<file path="src/rtl/t_latch_pkg.sv">
// rtl/t_latch_pkg.sv - shared definitions for the T latch codebase
//
// Purpose: FSM state encodings for the button debouncer, plus the default
//          debounce length that the downstream latch bench also uses.
// Ports:   none (package).

package t_latch_pkg;

  // Default number of consecutive synchronized samples needed to accept a level change.
  localparam int DEBOUNCE_CYCLES_DEFAULT = 4;

  // Debouncer states: the two IDLE states hold a stable level, and the two WAIT
  // states count a candidate transition toward the opposite level.
  typedef enum logic [1:0] {
    IDLE_LOW  = 2'b00,
    WAIT_HIGH = 2'b01,
    IDLE_HIGH = 2'b10,
    WAIT_LOW  = 2'b11
  } debounce_state_t;

endpackage : t_latch_pkg

</file>
<file path="src/rtl/sync_chain.sv">
// rtl/sync_chain.sv - multi-flop synchronizer for one asynchronous input
//
// Purpose: brings an asynchronous level into the clk domain through
//          SYNC_STAGES flops. This module is reused for every asynchronous input.
// Ports:
//   clk  in  1  rising-edge clock
//   rst  in  1  synchronous active-high reset; clears every stage
//   d    in  1  asynchronous input level
//   q    out 1  synchronized level (last stage)

module sync_chain #(
  parameter int SYNC_STAGES = 2
) (
  input  logic clk,
  input  logic rst,
  input  logic d,
  output logic q
);

  logic [SYNC_STAGES-1:0] sync_q;
  logic [SYNC_STAGES-1:0] sync_d;

  // Stage 0 captures the raw input; each later stage copies the one before it.
  always_comb begin
    sync_d = {sync_q[SYNC_STAGES-2:0], d};
  end

  always_ff @(posedge clk) begin
    if (rst) begin
      sync_q <= '0;
    end else begin
      sync_q <= sync_d;
    end
  end

  assign q = sync_q[SYNC_STAGES-1];

endmodule : sync_chain

</file>
<file path="src/rtl/t_toggle_pulse_gen.sv">
// rtl/t_toggle_pulse_gen.sv - debounced push-button to single-cycle T pulse
//
// Purpose: synchronizes a bouncy button and debounces it with a
//          consecutive-sample counter. It emits one T pulse on each accepted
//          rising transition. Releases change stable_level but never pulse T.
// Ports:
//   clk           in  1  rising-edge clock
//   rst           in  1  synchronous active-high reset
//   btn_in        in  1  raw asynchronous button level
//   T             out 1  registered single-cycle toggle request
//   stable_level  out 1  registered debounced button level
//   busy          out 1  registered; high while a candidate transition is counted

module t_toggle_pulse_gen
  import t_latch_pkg::*;
#(
  parameter int SYNC_STAGES     = 2,
  parameter int DEBOUNCE_CYCLES = DEBOUNCE_CYCLES_DEFAULT,
  parameter int CNT_W           = $clog2(DEBOUNCE_CYCLES) + 1
) (
  input  logic clk,
  input  logic rst,
  input  logic btn_in,
  output logic T,
  output logic stable_level,
  output logic busy
);

  localparam logic [CNT_W-1:0] CNT_LAST = CNT_W'(DEBOUNCE_CYCLES - 1);
  localparam logic [CNT_W-1:0] CNT_ONE  = CNT_W'(1);

  logic s;

  debounce_state_t state_q, state_d;
  logic [CNT_W-1:0] cnt_q, cnt_d;
  logic             t_q, t_d;
  logic             stable_q, stable_d;
  logic             busy_q, busy_d;

  sync_chain #(
    .SYNC_STAGES(SYNC_STAGES)
  ) u_sync (
    .clk(clk),
    .rst(rst),
    .d  (btn_in),
    .q  (s)
  );

  // The first differing sample already counts as one, so entering a WAIT state
  // loads cnt with 1. Acceptance happens on sample DEBOUNCE_CYCLES.
  always_comb begin
    state_d  = state_q;
    cnt_d    = cnt_q;
    t_d      = 1'b0;
    stable_d = stable_q;
    busy_d   = busy_q;
    case (state_q)
      IDLE_LOW: begin
        if (s) begin
          state_d = WAIT_HIGH;
          cnt_d   = CNT_ONE;
          busy_d  = 1'b1;
        end
      end
      WAIT_HIGH: begin
        if (!s) begin
          state_d = IDLE_LOW;
          cnt_d   = '0;
          busy_d  = 1'b0;
        end else if (cnt_q == CNT_LAST) begin
          state_d  = IDLE_HIGH;
          stable_d = 1'b1;
          t_d      = 1'b1;
          cnt_d    = '0;
          busy_d   = 1'b0;
        end else begin
          cnt_d = cnt_q + CNT_ONE;
        end
      end
      IDLE_HIGH: begin
        if (!s) begin
          state_d = WAIT_LOW;
          cnt_d   = CNT_ONE;
          busy_d  = 1'b1;
        end
      end
      WAIT_LOW: begin
        if (s) begin
          state_d = IDLE_HIGH;
          cnt_d   = '0;
          busy_d  = 1'b0;
        end else if (cnt_q == CNT_LAST) begin
          // Accepting a release updates the level only; T is never pulsed here.
          state_d  = IDLE_LOW;
          stable_d = 1'b0;
          cnt_d    = '0;
          busy_d   = 1'b0;
        end else begin
          cnt_d = cnt_q + CNT_ONE;
        end
      end
      default: begin
        state_d  = IDLE_LOW;
        cnt_d    = '0;
        stable_d = 1'b0;
        busy_d   = 1'b0;
      end
    endcase
  end

  always_ff @(posedge clk) begin
    if (rst) begin
      state_q  <= IDLE_LOW;
      cnt_q    <= '0;
      t_q      <= 1'b0;
      stable_q <= 1'b0;
      busy_q   <= 1'b0;
    end else begin
      state_q  <= state_d;
      cnt_q    <= cnt_d;
      t_q      <= t_d;
      stable_q <= stable_d;
      busy_q   <= busy_d;
    end
  end

  assign T            = t_q;
  assign stable_level = stable_q;
  assign busy         = busy_q;

endmodule : t_toggle_pulse_gen

</file>
<file path="config.mk">
export PLATFORM = sky130hd
export DESIGN_NAME = t_toggle_pulse_gen
export DESIGN_NICKNAME = d
export VERILOG_FILES = /design/src/rtl/t_latch_pkg.sv /design/src/rtl/sync_chain.sv /design/src/rtl/t_toggle_pulse_gen.sv
export SDC_FILE = /design/constraint.sdc
export NUM_CORES = 1
export LEC_CHECK = 0
export ABC_AREA = 1
export CORE_AREA = 8 8 45 47
export DETAILED_ROUTE_END_ITERATION = 8
export DIE_AREA = 0 0 53 55
export GPL_ROUTABILITY_DRIVEN = 0
export HOLD_SLACK_MARGIN = 0.02
export MAX_ROUTING_LAYER = met4
export SETUP_SLACK_MARGIN = 0.1
export SYNTH_ARGS = -nofsm -noshare
export SYNTH_HDL_FRONTEND = slang
export SYNTH_SLANG_ARGS = --single-unit
</file>
<file path="constraint.sdc">
create_clock -name clk -period 2.66 [get_ports clk]
set_input_delay 0.266 -clock clk [delete_from_list [all_inputs] [get_ports clk]]
set_output_delay 0.266 -clock clk [all_outputs]
set_load 0.05 [all_outputs]
</file>
==> flow_summary.json <==
{
  "status": "completed",
  "grt-ovfl-total": 0,
  "slew_headroom": 0.667,
  "setup_ws_ns": 0.980,
  "clkSinkCount": 10,
  "path_clk_slew_ns": 0.07,
  "cts_resized": 0,
  "final_layout_size_suffix_gt1_frac": 0.138,
  "yosysTopAreaCell": "dfxtp_1",
  "portBuffers": 5,
  "yosys.cell_types.count": 14,
  "grt.total_usage": 0.0565,
  "fmax_ghz": 0.595,
  "power_mw": 0.320,
  "die-width_um": 53,
  "ys_ff_latch": 10,
  "cp_slowest_cell": "clkdlybuf4s50_1",
  "busiest_layer": "met4",
  "stdcell_count": 74,
  "ys_top_cells_by_area": "dfxtp_1 (50%), inv_1 (8.4%), a21oi_1 (7.5%)",
  "drc": 0,
  "drt-total-wl_um": 672,
  "dp_cells": 70,
  "grt_pass1_wl_mm": 1.06,
  "power_density_mw_per_mm2": 628,
  "grt_max_degree": 8,
  "core_sq_mm": 0.00138,
  "hold_viol_final": 0,
  "critPathBufInv": 1,
  "drtIter0Drc": 4,
  "clockRootBuffer": "clkbuf_4",
  "fin_area_sq_um": 509,
  "leakage_nw": 0.205,
  "grt_pass1_vias": 297,
  "antenna_cells": 0,
  "post-synth-top-area-fraction": 0.497,
  "fin_setup_tns_ns": 0,
  "synth.avg_cell_area_sq_um": 8.22,
  "start_util": 0.291,
  "path_max_fanout": 2,
  "synthCells": 49,
  "period_minus_slack_ns": 1.68,
  "cts_setup_buffers": 0,
  "fillers": 141,
  "max-cap-violations": 0,
  "crit_family": "buffers and inverters",
  "clk_latency_ns": 0.27,
  "fin_hold_ws_ns": 0.406,
  "io_pins": 6,
  "use_met2": 0.0742,
  "post-route-period-util": 0.632,
  "cts_buffers": 3,
  "seq_area_frac_synth": 0.497,
  "viasPerCell": 4.42,
  "dp_hpwl_um": 483,
  "dieArea_sq_mm": 0.00292,
  "die_h_um": 55,
  "num_rows": 14,
  "utilization": 0.368,
  "postCtsHoldBufs": 0,
  "path_class": "reg2out",
  "max-vdd-ir-drop_uv": 302,
  "vias": 327,
  "cp-start-kind": "register",
  "cpPeakStageDelay_ns": 0.81,
  "use_met3": 0,
  "nets": 63,
  "yosys_warnings": 0,
  "setup_viol_count_final": 0,
  "grt_antenna_before_repair": 0,
  "required_ns": 2.39,
  "drv_slew": 0,
  "syn_area_sq_um": 403,
  "place_ws_ns": 1.28,
  "end_kind": "output port",
  "final_antenna_net_count": 0,
  "grt_use_met1": 0.0537,
  "wl_per_cell_um": 9.08,
  "cp.arrival_ns": 1.41,
  "hold_path.class": "reg2reg",
  "path_cells": "clkdlybuf4s50_1",
  "fin_skew_ns": 0.00311,
  "clk_path_buf_depth": 2,
  "dpl_cell_area_sq_um": 473,
  "dr.pass1.iters": 4,
  "timing_worst_slew_pin_value_ns": 0.497,
  "htreeDepth": 1,
  "rsz0062_at_grt": "false",
  "syn_nets": 53,
  "cts_tree": "built",
  "synthToLayoutAreaGrowth_pct": 26.4
}
-- cell type report --
cell class | instances | area [sq um] | area share
sequential | 10 | 200 | 0.393
inverter | 9 | 33.8 | 0.0663
multi-input combinational | 30 | 169 | 0.332
clock buffer | 4 | 36.3 | 0.0713
tap | 16 | 20.0 | 0.0393
timing repair buffer | 5 | 50.0 | 0.0983
-- flip-flops by register name, indices dropped and copies added, names as in the netlist, named ones only --
| name | count |
|---|---|
| cnt_q | 3 |
| u_sync.sync_q | 2 |
| stable_level | 1 |
| T | 1 |
| busy | 1 |
| state_q | 1 |
-- layer usage --
| metal | wire length (um) | share of wire |
|---|---|---|
| met1 | 317 | 0.47 |
| met2 | 260 | 0.39 |
| met3 | 34 | 0.051 |
| met4 | 60 | 0.089 |
| met5 | 0 | 0 |
-- kinds of logic (layout without fill, tap and decap cells) --
family          count (synthesis)  count (layout)  share of synthesized area
flops                          10              10                      0.497
compound gates                  8               8                      0.106
simple gates                   21              21                      0.283
fa+ha+maj                       1               1                     0.0311
buf+inv                         9              18                     0.0838
-- path summary, 6_finish.rpt --
kind	depth (start not counted)	end	startpoint	slack [ns]
worst max-delay path	1	busy	busy$_SDFFE_PP0P_	0.98
worst min-delay path	2	u_sync.sync_q[1]$_SDFF_PP0_	u_sync.sync_q[0]$_SDFF_PP0_	0.41
worst max register to register	7	busy$_SDFFE_PP0P_	u_sync.sync_q[1]$_SDFF_PP0_	1.64
worst min register to register	2	u_sync.sync_q[1]$_SDFF_PP0_	u_sync.sync_q[0]$_SDFF_PP0_	0.41
-- power by group --
group	leakage, nW	total (mW)	switching [mW]	internal [mW]
sequential	0.0814	0.157	0.00329	0.154
clock	0.0210	0.140	0.0565	0.0833
combinational	0.102	0.0225	0.0137	0.00876
-- cell usage after synthesis --
master / number
a21oi_1: 6
dfxtp_1: 10
ha_1: 1
inv_1: 9
nand2_1: 6
nand2_2: 2
nand3_1: 2
nand3_2: 1
nand3b_1: 1
nand4_1: 2
nor2_1: 6
nor3_4: 1
o21ai_0: 1
o21bai_1: 1
-- placed cells by master, fill, tap and decap left out, types with 2 or more instances in the layout --
cell and instances:
a21oi_1 6, clkdlybuf4s50_1 5, dfxtp_1 10, inv_1 9, nand2_2 2, nand4_1 2
nor2_1 6, nand3_1 2, clkbuf_4 3, nand2_1 6
Note: power is estimated with default switching activity, not from simulation.
